<file path="config.mk">
export PLATFORM = sky130hd
export DESIGN_NAME = cam_capture
export DESIGN_NICKNAME = d
export VERILOG_FILES = /design/src/rtl/cam_capture.sv
export SDC_FILE = /design/constraint.sdc
export NUM_CORES = 1
export LEC_CHECK = 0
export ABC_AREA = 1
export BUFFER_PORTS_ARGS = -buffer_cell sky130_fd_sc_hd__buf_2
export CAP_MARGIN = 25
export CORE_ASPECT_RATIO = 1.75
export CORE_MARGIN = 4
export CORE_UTILIZATION = 55
export DETAILED_ROUTE_END_ITERATION = 16
export GPL_TIMING_DRIVEN = 0
export MAX_ROUTING_LAYER = met4
export PLACE_DENSITY_LB_ADDON = 0.25
export SYNTH_ARGS = -nofsm -noshare
export SYNTH_HDL_FRONTEND = slang
export SYNTH_SLANG_ARGS = --single-unit
</file>
<file path="constraint.sdc">
create_clock -name clk -period 2.45 [get_ports clk]
set_input_delay 0.3675 -clock clk [delete_from_list [all_inputs] [get_ports clk]]
set_output_delay 0.3675 -clock clk [all_outputs]
set_load 0.02 [all_outputs]
</file>
<file path="src/rtl/cam_capture.sv">
// cam_capture: assembles RGB565 pixels from an 8-bit DVP camera bus with frame/line bookkeeping
// Ports: clk/reset (sync, active-high); enable sampled at frame start;
//        cam_vs/cam_hs/cam_d camera VSYNC, HREF and data byte (high byte first);
//        pix_valid/pix_data/pix_x/pix_y pixel strobe, value and coordinates;
//        sof/eol first-pixel and last-pixel-of-line flags; frame_done/frame_err end-of-frame pulses.
module cam_capture #(
    parameter int H_ACTIVE = 640,
    parameter int V_ACTIVE = 480
) (
    input  logic        clk,
    input  logic        reset,
    input  logic        enable,
    input  logic        cam_vs,
    input  logic        cam_hs,
    input  logic [7:0]  cam_d,
    output logic        pix_valid,
    output logic [15:0] pix_data,
    output logic [9:0]  pix_x,
    output logic [8:0]  pix_y,
    output logic        sof,
    output logic        eol,
    output logic        frame_done,
    output logic        frame_err
);
    localparam logic [1:0] IDLE     = 2'd0;
    localparam logic [1:0] WAIT_SOF = 2'd1;
    localparam logic [1:0] ACTIVE   = 2'd2;
    localparam logic [10:0] H_LIM = 11'(H_ACTIVE);
    localparam logic [8:0]  V_LIM = 9'(V_ACTIVE);

    logic [1:0]  state_q, state_d;
    logic        vs_q, hs_q, phase_q, phase_d, bad_q, bad_d;
    logic [7:0]  hi_q, hi_d;
    logic [10:0] cnt_q, cnt_d;
    logic [8:0]  y_q, y_d;
    logic [9:0]  x_q, x_d;
    logic [15:0] data_q, data_d;
    logic        valid_q, valid_d, sof_q, sof_d, eol_q, eol_d, done_q, done_d, err_q, err_d;
    logic        vs_rise, vs_fall, hs_fall;

    assign vs_rise = cam_vs & ~vs_q;
    assign vs_fall = ~cam_vs & vs_q;
    assign hs_fall = ~cam_hs & hs_q;

    always_comb begin
        state_d = state_q;
        phase_d = phase_q;
        bad_d   = bad_q;
        hi_d    = hi_q;
        cnt_d   = cnt_q;
        y_d     = y_q;
        x_d     = x_q;
        data_d  = data_q;
        valid_d = 1'b0;
        sof_d   = 1'b0;
        eol_d   = 1'b0;
        done_d  = 1'b0;
        err_d   = 1'b0;
        if (state_q == IDLE) begin
            if (vs_rise) state_d = WAIT_SOF;
        end else if (state_q == WAIT_SOF) begin
            y_d     = '0;
            x_d     = '0;
            cnt_d   = '0;
            phase_d = 1'b0;
            if (vs_fall && enable) state_d = ACTIVE;
        end else if (vs_rise) begin
            // a line still open when VSYNC rises is truncated, so the frame cannot be complete
            done_d  = (y_q == V_LIM) && !bad_q && !hs_q;
            err_d   = !done_d;
            bad_d   = 1'b0;
            phase_d = 1'b0;
            cnt_d   = '0;
            state_d = WAIT_SOF;
        end else if (cam_hs) begin
            phase_d = ~phase_q;
            if (!phase_q) begin
                hi_d = cam_d;
            end else begin
                // count saturates one past H_ACTIVE so overlong lines stay distinguishable
                cnt_d = (cnt_q > H_LIM) ? cnt_q : cnt_q + 11'd1;
                if (cnt_q >= H_LIM || y_q >= V_LIM) begin
                    bad_d = 1'b1;
                end else begin
                    valid_d = 1'b1;
                    data_d  = {hi_q, cam_d};
                    x_d     = cnt_q[9:0];
                    sof_d   = (cnt_q == '0) && (y_q == '0);
                    eol_d   = (cnt_q == H_LIM - 11'd1);
                end
            end
        end else if (hs_fall) begin
            phase_d = 1'b0;
            cnt_d   = '0;
            x_d     = '0;
            if (phase_q || cnt_q != H_LIM) bad_d = 1'b1;
            if (cnt_q != '0 && y_q < V_LIM) y_d = y_q + 9'd1;
        end
    end

    always_ff @(posedge clk) begin
        if (reset) begin
            state_q <= IDLE;
            vs_q    <= 1'b0;
            hs_q    <= 1'b0;
            phase_q <= 1'b0;
            bad_q   <= 1'b0;
            hi_q    <= '0;
            cnt_q   <= '0;
            y_q     <= '0;
            x_q     <= '0;
            data_q  <= '0;
            valid_q <= 1'b0;
            sof_q   <= 1'b0;
            eol_q   <= 1'b0;
            done_q  <= 1'b0;
            err_q   <= 1'b0;
        end else begin
            state_q <= state_d;
            vs_q    <= cam_vs;
            hs_q    <= cam_hs;
            phase_q <= phase_d;
            bad_q   <= bad_d;
            hi_q    <= hi_d;
            cnt_q   <= cnt_d;
            y_q     <= y_d;
            x_q     <= x_d;
            data_q  <= data_d;
            valid_q <= valid_d;
            sof_q   <= sof_d;
            eol_q   <= eol_d;
            done_q  <= done_d;
            err_q   <= err_d;
        end
    end

    assign pix_valid  = valid_q;
    assign pix_data   = data_q;
    assign pix_x      = x_q;
    assign pix_y      = y_q;
    assign sof        = sof_q;
    assign eol        = eol_q;
    assign frame_done = done_q;
    assign frame_err  = err_q;
endmodule
</file>
==> results.yml <==
placement:
  port-buffer-count: 51
  post-place-cells: 573
  place_hpwl_um: 5485
  gp_congestion: 0.9615
die:
  ios: 53
  core_um2: 5343
  rows: 35
  initial_utilization_pct: 57.12
  die_h_um: 106.5
  die_w_um: 64.31
  die_area_um2: 6851
logic_synthesis:
  yosysSeqAreaShare_pct: 42.64
  synth_area_um2: 3052
  synth_fa_ha_area_share_pct: 1.640
  synth_top_family_by_area: "simple AND/OR/NAND/NOR gates"
  ys_top_cells_by_area: "dfxtp_1 (43%), nand2_1 (11%), inv_1 (8.5%), a21oi_1 (8.2%), nand3_1 (6.2%)"
  synth-simple-area-share_pct: 30.63
  syn_nets: 465
  ys_warn_count: 0
  synth_top_area_share_pct: 42.64
  synth_seq_cells: 65
  yosys.area.top_type: "dfxtp_1"
  syn_area_per_cell_um2: 6.812
  synth_cell_types: 25
  synthCells: 448
  ys.flop_type: "dfxtp_1"
  synth_edf_count: 0
  synth_xor_area_share_pct: 0
  yosys-mux-area-fraction_pct: 0
  synthArstFlopShare_pct: 0
  synth-compound-area-share_pct: 12.55
critical_path:
  arrival_ps: 1790
  cp-end-kind: "register"
  crit_path_start_kind: "register"
  worst-setup-path-type: "reg -> reg"
  crit_path_max_fanout: 10
  rrSetupSlack_ps: 900
  crit_required_ps: 2690
clocking:
  cts_tree: "yes"
  cts.clk_slew.worst_paths_ps: 70
  cts_sinks: 65
  cts_hold_buf: 0
  cts_resized: 0
  htree_levels: 3
  insertion_delay_ps: 350
  root_buffer: "clkbuf_8"
  postCtsSetupBuffers: 0
  cts_max_path_buffers: 2
  numCtsBuffers: 9
global_route:
  grt_pass1_wl_um: 12410
  grt_pass1_vias: 2943
  use_met3_pct: 4.757
  grtUsageTotal_pct: 23.31
  grt_max_degree: 11
  grt.met2_usage_pct: 40.98
  grt.overflow.total: 0
  antenna_found_initial: 0
  grt_busiest_layer: "met2"
  grtUsageMet1_pct: 23.77
detailed_routing:
  via_per_inst: 5.135
  wl_um: 7261
  drc: 0
  vias: 3014
  first_pass_iters: 5
  final_antenna_net_count: 0
  drt_iter0_markers: 188
  wl_per_cell_um: 12.37
sta:
  rsz0062_at_grt: "false"
  setup_tns_ps: 0
  clock.fmax_ghz: 0.6450
  final.setup_skew_ps: 10.74
  layout_min_cycle_time_ps: 1550
  worstMarginPinSlew_ps: 482.3
  finalCritPeriodShare_pct: 63.28
  maxSlewViolCount: 0
  hold_viol: 0
  setup_viol: 0
  slew_headroom_pct: 67.85
job:
  drv_cap: 0
cells_and_area:
  area_growth_pct: 16.97
  final-instance-count-excl-fill: 587
  finalNetCount: 527
  fillers: 502
  final_util_pct: 66.82
  layout-drive-gt1-share_pct: 18.52
  layout_common_cells: "nand2_1 (90), inv_1 (69), dfxtp_1 (65)"
  diodes: 0
  final_common_cell: "nand2_1"
outcome:
  status: "finished clean"
power:
  pwr-share-seq_pct: 48.1
  p_sw_mw: 0.7091
  ir_worst_vdd_mv: 0.3559
  power.density_nw_per_um2: 664.1
  clkPwrFrac_pct: 33.9
  p_leak_nw: 1.681
  combinationalPowerShare_pct: 18.0
  switching_share_pct: 29.91
  intPower_mw: 1.662
min_path:
  hp-class: "in -> reg"
[area by class of cell]
type / count / area (um2) / area share, %
Buffer: 18 / 105.1 / 2.944
Sequential cell: 65 / 1301 / 36.45
Clock buffer: 12 / 155.1 / 4.346
Tap cell: 74 / 92.59 / 2.594
Inverter: 74 / 277.8 / 7.781
Multi-Input combinational cell: 291 / 1368 / 38.31
Clock inverter: 2 / 15.01 / 0.4206
Timing Repair Buffer: 51 / 255.2 / 7.150
[sequential cells by signal (all words and copies together), names as in the netlist, 2 cells and up]
signal and cells:
cnt_q 11, hi_q 8, pix_data 16, pix_x 10, pix_y 9, state_q 2
[power by group through the flow]
stage	logic, mW	clock network [mW]	registers (mW)
3_3_place_gp	0.418	0	1.16
4_1_cts	0.426	0.814	1.14
2_1_floorplan	0.274	0	1.20
5_1_grt	0.481	0.860	1.15
3_5_place_dp	0.423	0	1.16
6_report	0.426	0.804	1.14
[final timing paths]
check,from,endpoint,depth (start not counted)
worst max-delay path,cnt_q[0],cnt_q[8],12
worst min register to register,pix_data[1],pix_data[1],2
worst max register to register,cnt_q[0],cnt_q[8],12
worst min-delay path,cam_vs,vs_q,3
[cell families (layout without fill, tap and decap cells)]
group           after synthesis  count (layout)
buf+inv                      92             157
flops                        65              65
fa+ha+maj                     4               4
compound gates               76              76
simple gates                211             211
[routing by layer]
layer,wire (um),vias up
met2,3767,86
met3,351,23
li1,-,1536
met1,2902,1369
met4,240,0
met5,0,-
[per-stage QoR]
| step | power, mW | hold slack [ps] | cell area [um2] | setup slack (ps) |
|---|---|---|---|---|
| 2_1_floorplan | 1.474 | 434.0 | 3052 | 1044 |
| 3_3_place_gp | 1.581 | 429.4 | 3400 | 798.9 |
| 3_5_place_dp | 1.588 | 435.7 | 3400 | 754.1 |
| 4_1_cts | 2.381 | 298.0 | 3570 | 907.1 |
| 5_1_grt | 2.489 | 309.3 | 3570 | 751.0 |
| 6_report | 2.371 | 304.2 | 3570 | 899.6 |
[cells in the mapped netlist (2+ instances only)]
cell type,number
nand2_1,90
inv_1,69
dfxtp_1,65
a21oi_1,50
nor2_1,47
nand3_1,38
o21ai_0,23
nand4_1,10
nor3_1,9
buf_2,6
clkbuf_1,6
inv_2,5
nor2_2,5
ha_1,4
nand2_2,4
buf_6,3
nand3_2,3
buf_4,2
o21ai_1,2
or2_2,2
[worst max-delay path, cell delays in order (launching register included)]
cell     delay [ps]
dfxtp_1         350
inv_1            90
ha_1            170
nand2_1          60
nor2_1          120
nand3_1          90
nand2_1         130
buf_6           160
nand3_1          70
nand2_1          60
nand2_1          60
nand2_1          60
inv_1            30
No activity file was read; power rests on OpenSTA's default activity.
